## src/rtl/add_err_pkg.sv

```systemverilog
// rtl/add_err_pkg.sv - shared widths, error type and saturating adder for add_err_monitor
package add_err_pkg;

   localparam int W_DEF     = 12;
   localparam int CNT_W_DEF = 32;
   localparam int ACC_W_DEF = 48;

   // Widest statistic the saturating adder can serve (sse is 2*ACC_W bits).
   localparam int SAT_W = 128;

   // Signed error (approx - exact) at the default operand width.
   typedef logic signed [W_DEF+1:0] err_t;

   // Adds two zero-extended values and clamps the result at the all-ones
   // value of a w-bit field; ovf reports that the clamp was applied.
   function automatic logic [SAT_W-1:0] sat_add(
      input  logic [SAT_W-1:0] a,
      input  logic [SAT_W-1:0] b,
      input  int               w,
      output logic             ovf
   );
      logic [SAT_W:0] sum;
      logic [SAT_W:0] max;
      sum = {1'b0, a} + {1'b0, b};
      if (w >= SAT_W) begin
         max = {1'b0, {SAT_W{1'b1}}};
      end else begin
         max = ((SAT_W+1)'(1) << w) - (SAT_W+1)'(1);
      end
      ovf     = (sum > max);
      sat_add = ovf ? max[SAT_W-1:0] : sum[SAT_W-1:0];
   endfunction

endpackage

```

## src/rtl/add_err_absdiff.sv

```systemverilog
// rtl/add_err_absdiff.sv - combinational signed difference and absolute error
//
// Ports:
//   exact_i  [W:0]    exact sum a+b
//   approx_i [W:0]    approximate sum under test
//   diff_o   [W+1:0]  two's-complement approx - exact
//   abs_o    [W:0]    |approx - exact|
module add_err_absdiff
   import add_err_pkg::*;
#(
   parameter int W = W_DEF
) (
   input  logic [W:0]   exact_i,
   input  logic [W:0]   approx_i,
   output logic [W+1:0] diff_o,
   output logic [W:0]   abs_o
);

   assign diff_o = {1'b0, approx_i} - {1'b0, exact_i};

   // Subtract in the non-negative direction so the magnitude never needs
   // the extra sign bit.
   assign abs_o = (exact_i > approx_i) ? (exact_i - approx_i)
                                       : (approx_i - exact_i);

endmodule

```

## src/rtl/add_err_monitor.sv

```systemverilog
// rtl/add_err_monitor.sv - streaming error-statistics monitor for approximate adders
//
// Optional feature macro: ADD_ERR_MON_MSE_EN (adds sse output and squarer).
//
// Ports:
//   clk, rst_n           clock (rising edge), asynchronous active-low reset
//   in_valid / in_ready  sample handshake; in_ready = !clear, 0 in reset
//   in_a, in_b [W-1:0]   operands
//   in_o [W:0]           approximate sum under test
//   clear                one-cycle pulse: zero statistics, flush pipeline
//   sample_cnt, err_cnt  samples retired / samples with nonzero error
//   wce [W:0]            worst-case absolute error
//   sae [ACC_W-1:0]      sum of absolute errors
//   last_err [W+1:0]     signed error of most recently retired sample
//   busy                 a sample is in flight
//   sat                  sticky saturation flag
//   sse [2*ACC_W-1:0]    sum of squared errors (ADD_ERR_MON_MSE_EN only)
module add_err_monitor
   import add_err_pkg::*;
#(
   parameter int W     = W_DEF,
   parameter int CNT_W = CNT_W_DEF,
   parameter int ACC_W = ACC_W_DEF
) (
   input  logic             clk,
   input  logic             rst_n,
   input  logic             in_valid,
   output logic             in_ready,
   input  logic [W-1:0]     in_a,
   input  logic [W-1:0]     in_b,
   input  logic [W:0]       in_o,
   input  logic             clear,
   output logic [CNT_W-1:0] sample_cnt,
   output logic [CNT_W-1:0] err_cnt,
   output logic [W:0]       wce,
   output logic [ACC_W-1:0] sae,
   output logic [W+1:0]     last_err,
   output logic             busy,
   output logic             sat
`ifdef ADD_ERR_MON_MSE_EN
   ,
   output logic [2*ACC_W-1:0] sse
`endif
);

   logic transfer;

   // stage 1
   logic [W:0] exact_q;
   logic [W:0] o_q;
   logic       v1_q;

   // stage 2
   logic [W+1:0] diff;
   logic [W:0]   abs_err;
   logic [W+1:0] d_q;
   logic [W:0]   e_q;
   logic         v2_q;

   // statistics
   logic [CNT_W-1:0] sample_cnt_q, sample_cnt_d;
   logic [CNT_W-1:0] err_cnt_q,    err_cnt_d;
   logic [W:0]       wce_q,        wce_d;
   logic [ACC_W-1:0] sae_q,        sae_d;
   logic [W+1:0]     last_err_q,   last_err_d;
   logic             sat_q,        sat_d;

   logic ovf_smp;
   logic ovf_err;
   logic ovf_sae;

`ifdef ADD_ERR_MON_MSE_EN
   logic [2*W+1:0]     sq_q;
   logic [2*ACC_W-1:0] sse_q, sse_d;
   logic               ovf_sse;
`endif

   // Reset holds in_ready low even though the clear input may be idle.
   assign in_ready = rst_n & ~clear;
   assign transfer = in_valid & in_ready;

   add_err_absdiff #(
      .W (W)
   ) u_absdiff (
      .exact_i  (exact_q),
      .approx_i (o_q),
      .diff_o   (diff),
      .abs_o    (abs_err)
   );

   always_comb begin
      sample_cnt_d = sample_cnt_q;
      err_cnt_d    = err_cnt_q;
      wce_d        = wce_q;
      sae_d        = sae_q;
      last_err_d   = last_err_q;
      sat_d        = sat_q;
      ovf_smp      = 1'b0;
      ovf_err      = 1'b0;
      ovf_sae      = 1'b0;
`ifdef ADD_ERR_MON_MSE_EN
      sse_d        = sse_q;
      ovf_sse      = 1'b0;
`endif
      if (v2_q) begin
         sample_cnt_d = CNT_W'(sat_add(SAT_W'(sample_cnt_q), SAT_W'(1), CNT_W, ovf_smp));
         err_cnt_d    = CNT_W'(sat_add(SAT_W'(err_cnt_q), SAT_W'(e_q != '0), CNT_W, ovf_err));
         sae_d        = ACC_W'(sat_add(SAT_W'(sae_q), SAT_W'(e_q), ACC_W, ovf_sae));
         wce_d        = (e_q > wce_q) ? e_q : wce_q;
         last_err_d   = d_q;
`ifdef ADD_ERR_MON_MSE_EN
         sse_d        = (2*ACC_W)'(sat_add(SAT_W'(sse_q), SAT_W'(sq_q), 2*ACC_W, ovf_sse));
         sat_d        = sat_q | ovf_smp | ovf_err | ovf_sae | ovf_sse;
`else
         sat_d        = sat_q | ovf_smp | ovf_err | ovf_sae;
`endif
      end
   end

   always_ff @(posedge clk or negedge rst_n) begin
      if (!rst_n) begin
         exact_q      <= '0;
         o_q          <= '0;
         v1_q         <= 1'b0;
         d_q          <= '0;
         e_q          <= '0;
         v2_q         <= 1'b0;
         sample_cnt_q <= '0;
         err_cnt_q    <= '0;
         wce_q        <= '0;
         sae_q        <= '0;
         last_err_q   <= '0;
         sat_q        <= 1'b0;
`ifdef ADD_ERR_MON_MSE_EN
         sq_q         <= '0;
         sse_q        <= '0;
`endif
      end else begin
         if (transfer) begin
            exact_q <= {1'b0, in_a} + {1'b0, in_b};
            o_q     <= in_o;
         end
         if (v1_q) begin
            d_q  <= diff;
            e_q  <= abs_err;
`ifdef ADD_ERR_MON_MSE_EN
            sq_q <= (2*W+2)'(abs_err) * (2*W+2)'(abs_err);
`endif
         end
         // clear wins over a retire landing on the same edge.
         if (clear) begin
            v1_q         <= 1'b0;
            v2_q         <= 1'b0;
            sample_cnt_q <= '0;
            err_cnt_q    <= '0;
            wce_q        <= '0;
            sae_q        <= '0;
            last_err_q   <= '0;
            sat_q        <= 1'b0;
`ifdef ADD_ERR_MON_MSE_EN
            sse_q        <= '0;
`endif
         end else begin
            v1_q         <= transfer;
            v2_q         <= v1_q;
            sample_cnt_q <= sample_cnt_d;
            err_cnt_q    <= err_cnt_d;
            wce_q        <= wce_d;
            sae_q        <= sae_d;
            last_err_q   <= last_err_d;
            sat_q        <= sat_d;
`ifdef ADD_ERR_MON_MSE_EN
            sse_q        <= sse_d;
`endif
         end
      end
   end

   assign sample_cnt = sample_cnt_q;
   assign err_cnt    = err_cnt_q;
   assign wce        = wce_q;
   assign sae        = sae_q;
   assign last_err   = last_err_q;
   assign busy       = v1_q | v2_q;
   assign sat        = sat_q;
`ifdef ADD_ERR_MON_MSE_EN
   assign sse        = sse_q;
`endif

endmodule

```

## config.mk

```make
export PLATFORM = sky130hd
export DESIGN_NAME = add_err_monitor
export DESIGN_NICKNAME = d
export VERILOG_FILES = /design/src/rtl/add_err_pkg.sv /design/src/rtl/add_err_absdiff.sv /design/src/rtl/add_err_monitor.sv
export SDC_FILE = /design/constraint.sdc
export NUM_CORES = 1
export LEC_CHECK = 0
export ABC_CLOCK_PERIOD_IN_PS = 3100
export CAP_MARGIN = 10
export CORE_MARGIN = 2
export CORE_UTILIZATION = 56
export DETAILED_ROUTE_END_ITERATION = 10
export PLACE_DENSITY = 0.82
export SLEW_MARGIN = 0
export SYNTH_ARGS = -nofsm -noshare
export SYNTH_HDL_FRONTEND = slang
export SYNTH_SLANG_ARGS = --single-unit
```

## constraint.sdc

```tcl
create_clock -name clk -period 3.1 [get_ports clk]
set_input_delay 0.93 -clock clk [delete_from_list [all_inputs] [get_ports clk]]
set_output_delay 0.93 -clock clk [all_outputs]
set_load 0.005 [all_outputs]
```

== Yosys cells after proc, flatten, opt, wreduce, memory -nomap -nowiden ==
Cells that the tools add are included.

* Magnitude comparators: 5
* Bitwise operators: 7
* Muxes and demuxes: 21
* Add/subtract/negate cells: 7
* Reduce and logical (&&, ||, !) cells: 4

{| class="wikitable"
|+ Operator list
! cell !! count
|-
| $gt A33 B129 Y1 || 2
|-
| $mux W129 || 2
|-
| $mux W32 || 6
|-
| $mux W48 || 3
|-
| $gt A49 B129 Y1 || 1
|-
| $mux W13 || 4
|-
| $add A48 B13 Y49 || 1
|-
| $add A32 B1 Y33 || 1
|-
| $add A32 B1 Y33 const B || 1
|-
| $mux W14 || 2
|-
| $gt A13 B13 Y1 || 2
|-
| $sub A13 B13 Y13 || 2
|-
| $sub A13 B13 Y14 || 1
|-
| $add A12 B12 Y13 || 1
|-
| $reduce_bool A13 Y1 || 1
|-
| $mux W1 || 4
|-
| $or A1 B1 Y1 || 4
|-
| $reduce_bool A2 Y1 || 2
|-
| $and A1 B1 Y1 || 2
|-
| $reduce_and A2 Y1 || 1
|-
| $not A1 Y1 || 1
|}

* Word-level logic and storage cells: 56
* Bits of input ports: 41
* Output and inout bits: 142
* Register bits after elaboration: 195

== Logic depth before layout (Yosys ltp) ==
* Depth in word-level cells: 7
* Depth in mapped cells: 13
* Depth with buffers taken out: 12

== By module ==
From an unflattened synthesis, not the netlist that was laid out.

* Cells, all modules: 1464
* Area total of the unflattened synthesis: 12824.8 um2

{| class="wikitable"
|+ Modules (own cells, without submodules)
! module !! area an instance (um2) !! cells an instance !! times used !! sequential area each (um2)
|-
| add_err_monitor || 11093.1 || 1214 || 1 || 4879.7
|-
| add_err_absdiff || 1731.7 || 250 || 1 || 0.0
|}

== Worst setup path before layout ==
No wires, ideal clock.

* Kind: in2reg
* Start point: in in_a[1]
* End point: reg exact_q[11]
* Library setup time: 134 ps
* Stages: 9
* Arrival: 2794 ps
* Path slack: 172 ps
* Path buffers: 0
* Required time: 2966 ps
* Cells stage by stage: ha_1 a21o_1 a21o_1 a2111oi_0 nor3_1 a211o_1 o31ai_1 xor2_1 o21ai_0

* Longest elaborated chain between the ends: 1

{| class="wikitable"
|+ Ends and longest elaborated chain
! what !! line !! text
|-
| start, declared || add_err_monitor.sv:29 || <nowiki>input logic [W-1:0] in_a,</nowiki>
|-
| $add A12 B12 Y13 || add_err_monitor.sv:140 || <nowiki>exact_q <= {1'b0, in_a} + {1'b0, in_b};</nowiki>
|-
| end signal, assigned || add_err_monitor.sv:140 ||
|-
| end, declared || add_err_monitor.sv:49 || <nowiki>logic [W:0] exact_q;</nowiki>
|}

No other way between the ends.
A chain may end at the register's enable or synchronous reset.

== Worst setup path after layout ==
* Start point: in in_a[0]
* End point: reg exact_q[10]

Same word-level chain as after synthesis.

==> flow_summary.yaml <==
status:
  status: "finished clean"
global_routing:
  antenna_found_initial: 0
  grt_pass1_vias: 11600
  gr-total-overflow: 0
  grt_pass1_wl_um: 58000
  grt.total_usage: 0.299
  grt_max_degree: 142
logic_synthesis:
  synth_area_leaders: "dfrtp_1 39%, ha_1 6.9%, nor2_1 5.6%"
  synth_fp_nets: 1532
  synth_adder_area_share: 0.0755
  synthCells: 1418
  synth_compound_area_frac: 0.195
  avgSynthCellArea_um2: 8.81
  ys_top_cells_by_count: "194 x dfrtp_1, 187 x nor2_1, 109 x nand2_1, 81 x a21oi_1, 77 x inv_1"
  yosysMostFrequentCell: "dfrtp_1"
  synth_area_um2: 12500
  async_flop_share: 1.00
  synth.top_cell.area_share: 0.388
  synth_top_family_by_area: "simple AND/OR/NAND/NOR gates"
  ys_warn_count: 0
  ys_seq_elements: 194
  synth.distinct_cells: 72
  ys_dominant_reg_cell: "dfrtp_1"
  yosys.area_share.simple: 0.208
  yosys.area.top_type: "dfrtp_1"
  synthXorXnorAreaFrac: 0.0322
  synth-seq-area-share: 0.388
  synthMuxAreaShare: 0.0515
  synth_edf_count: 0
placement:
  dp.cells: 1888
  dpl.hpwl_um: 24700
  placed_cell_area_um2: 15100
  routabilityCongestion: 0.933
  port_buffers: 182
timing:
  relSlewSlack: 0.456
  fin_skew_ps: 16.4
  period_share: 0.963
  finalSetupViolCount: 0
  slew_violations: 0
  clock.fmax_mhz: 335
  finalCriticalPeriod_ps: 2990
  hold_viol_final: 0
  tightest_slew_ps: 816
finish:
  final_util: 0.722
  syn2layout_area_growth_pct: 26.5
  drive_gt1_frac: 0.111
  layout.cells.non_filler: 1923
  fin_area_um2: 15800
  antenna_cells: 0
  fillers: 1693
  nets: 1744
drt:
  vias: 11900
  drc: 0
  wl_per_cell_um: 18.4
  drtAntennaViolNets: 0
  drt_iter0_markers: 1001
  routed_wl_um: 35400
  viasPerCell: 6.17
  dr.pass1.iters: 5
clock_network:
  clockBufferDepth: 2
  tritoncts: "yes"
  htreeDepth: 4
  cts_hold_buffers: 0
  clock_sinks: 194
  clockRootBuffer: "clkbuf_16"
  clk-insertion-delay-late_ps: 440
  clk_pin_slew_ps: 70
  cts_buffers: 17
setup_path:
  r2r_cells: 11
  cp.arrival_ps: 3300
  crit_fanout: 3
  startpoint: "in_a[0]"
  worstPathRequired_ps: 3410
  cp-endpoint: "exact_q[10]"
  start_kind: "input pin"
  r2r_start: "e_q[6]"
  critPathKind: "in -> reg"
  reg2reg_setup_slack_ps: 180
  rr_endpoint: "err_cnt[27]"
  cp-end-kind: "flip-flop"
power:
  ir_drop_uv: 395
  p_per_area_nw_per_um2: 518
  cellLeakagePower_uw: 0.00648
die:
  ios: 183
  die_area_um2: 23500
  fp.coreArea_um2: 21900
  die_w_um: 153
  rows: 54
  die_h_um: 153
  start_util: 0.571
min_path:
  hold_class: "in -> async"
run:
  cap_viol_max_count: 0
power by group:
group	internal, uW	switching, uW	total (uW)
Combinational	1260	1590	2850
Clock	1310	1050	2360
Sequential	2790	186	2970
Total	5360	2830	8190
per-stage QoR:
step,total power (uW),hold WS [ps],setup TNS [ps],setup WS [ps]
floorplan,4860,448,0,172
global placement,5710,477,-843,-379
detailed placement,5790,500,-1280,-396
CTS,8170,297,0,46.2
global route,8630,286,-97.0,-68.5
finish,8190,303,0,114
metal layers:
layer	vias to the layer above	global-route usage	share of wire
li1	5588	-	-
met1	5732	0.379	0.41
met2	455	0.520	0.51
met3	83	0.0417	0.055
met4	0	0.113	0.030
met5	-	0	0
placed cells by master (no fill, tap or decap), drive strengths merged, types with 21 or more instances in the layout:
cell type | synthesis | layout
a211oi | 43 | 43
a21o | 21 | 21
a21oi | 81 | 81
a311oi | 35 | 35
and3 | 24 | 24
buf | 14 | 89
clkbuf | 63 | 21
clkdlybuf4s50 | 0 | 180
dfrtp | 194 | 194
ha | 69 | 69
inv | 77 | 83
mux2i | 53 | 53
nand2 | 109 | 109
nand3 | 52 | 52
nand4 | 25 | 25
nor2 | 188 | 188
nor3 | 54 | 54
o21a | 23 | 23
o21ai | 70 | 70
xnor2 | 28 | 28
worst max-delay path: stages:
cell	delay [ps]
clkdlybuf4s50_1	470
ha_1	170
inv_1	50
fa_1	380
nor2b_1	140
o21ai_0	110
a21oi_1	210
o21ai_0	100
nand2b_1	120
a31oi_1	130
o21ai_0	330
o31ai_1	140
kinds of logic after synthesis:
family,count (synthesis)
adders and majority gates,73
AOI/OAI and AO/OA,354
muxes,63
and+or+nand+nor,532
xor gates and xnor gates,46
DFF,194
buffers and inverters,156
area by class of cell:
| type | count | area, um^2 | share of cell area |
|---|---|---|---|
| multi-input combinational | 1068 | 7140 | 0.451 |
| sequential | 194 | 4860 | 0.307 |
| timing repair buffer | 270 | 2550 | 0.161 |
| clock buffer | 20 | 447 | 0.0283 |
| tap | 280 | 350 | 0.0222 |
| inverter | 79 | 300 | 0.0190 |
| clock inverter | 12 | 168 | 0.0106 |
flip-flops by register name, summed over array words and instances, names as in the netlist, 13 cells and up:
register,flops
o_q,13
sample_cnt,32
err_cnt,32
sae,48
last_err,14
d_q,14
exact_q,13
wce,13
how the worst min path moves through the flow:
stage	start	end	depth (start not counted)
2_1_floorplan	d_q[5]	d_q[5]	2
3_5_place_dp	d_q[10]	d_q[10]	1
5_1_grt	rst_n	err_cnt[29]	1
3_3_place_gp	d_q[1]	d_q[1]	2
4_1_cts	rst_n	err_cnt[29]	1
6_report	rst_n	err_cnt[29]	1
timing repair:
item,in CTS,in global routing
setup endpoints to repair,13,53
setup buffers,1,2
pin swaps,1,0
gates resized for setup,0,24
Note: power is estimated with default switching activity, not from simulation.
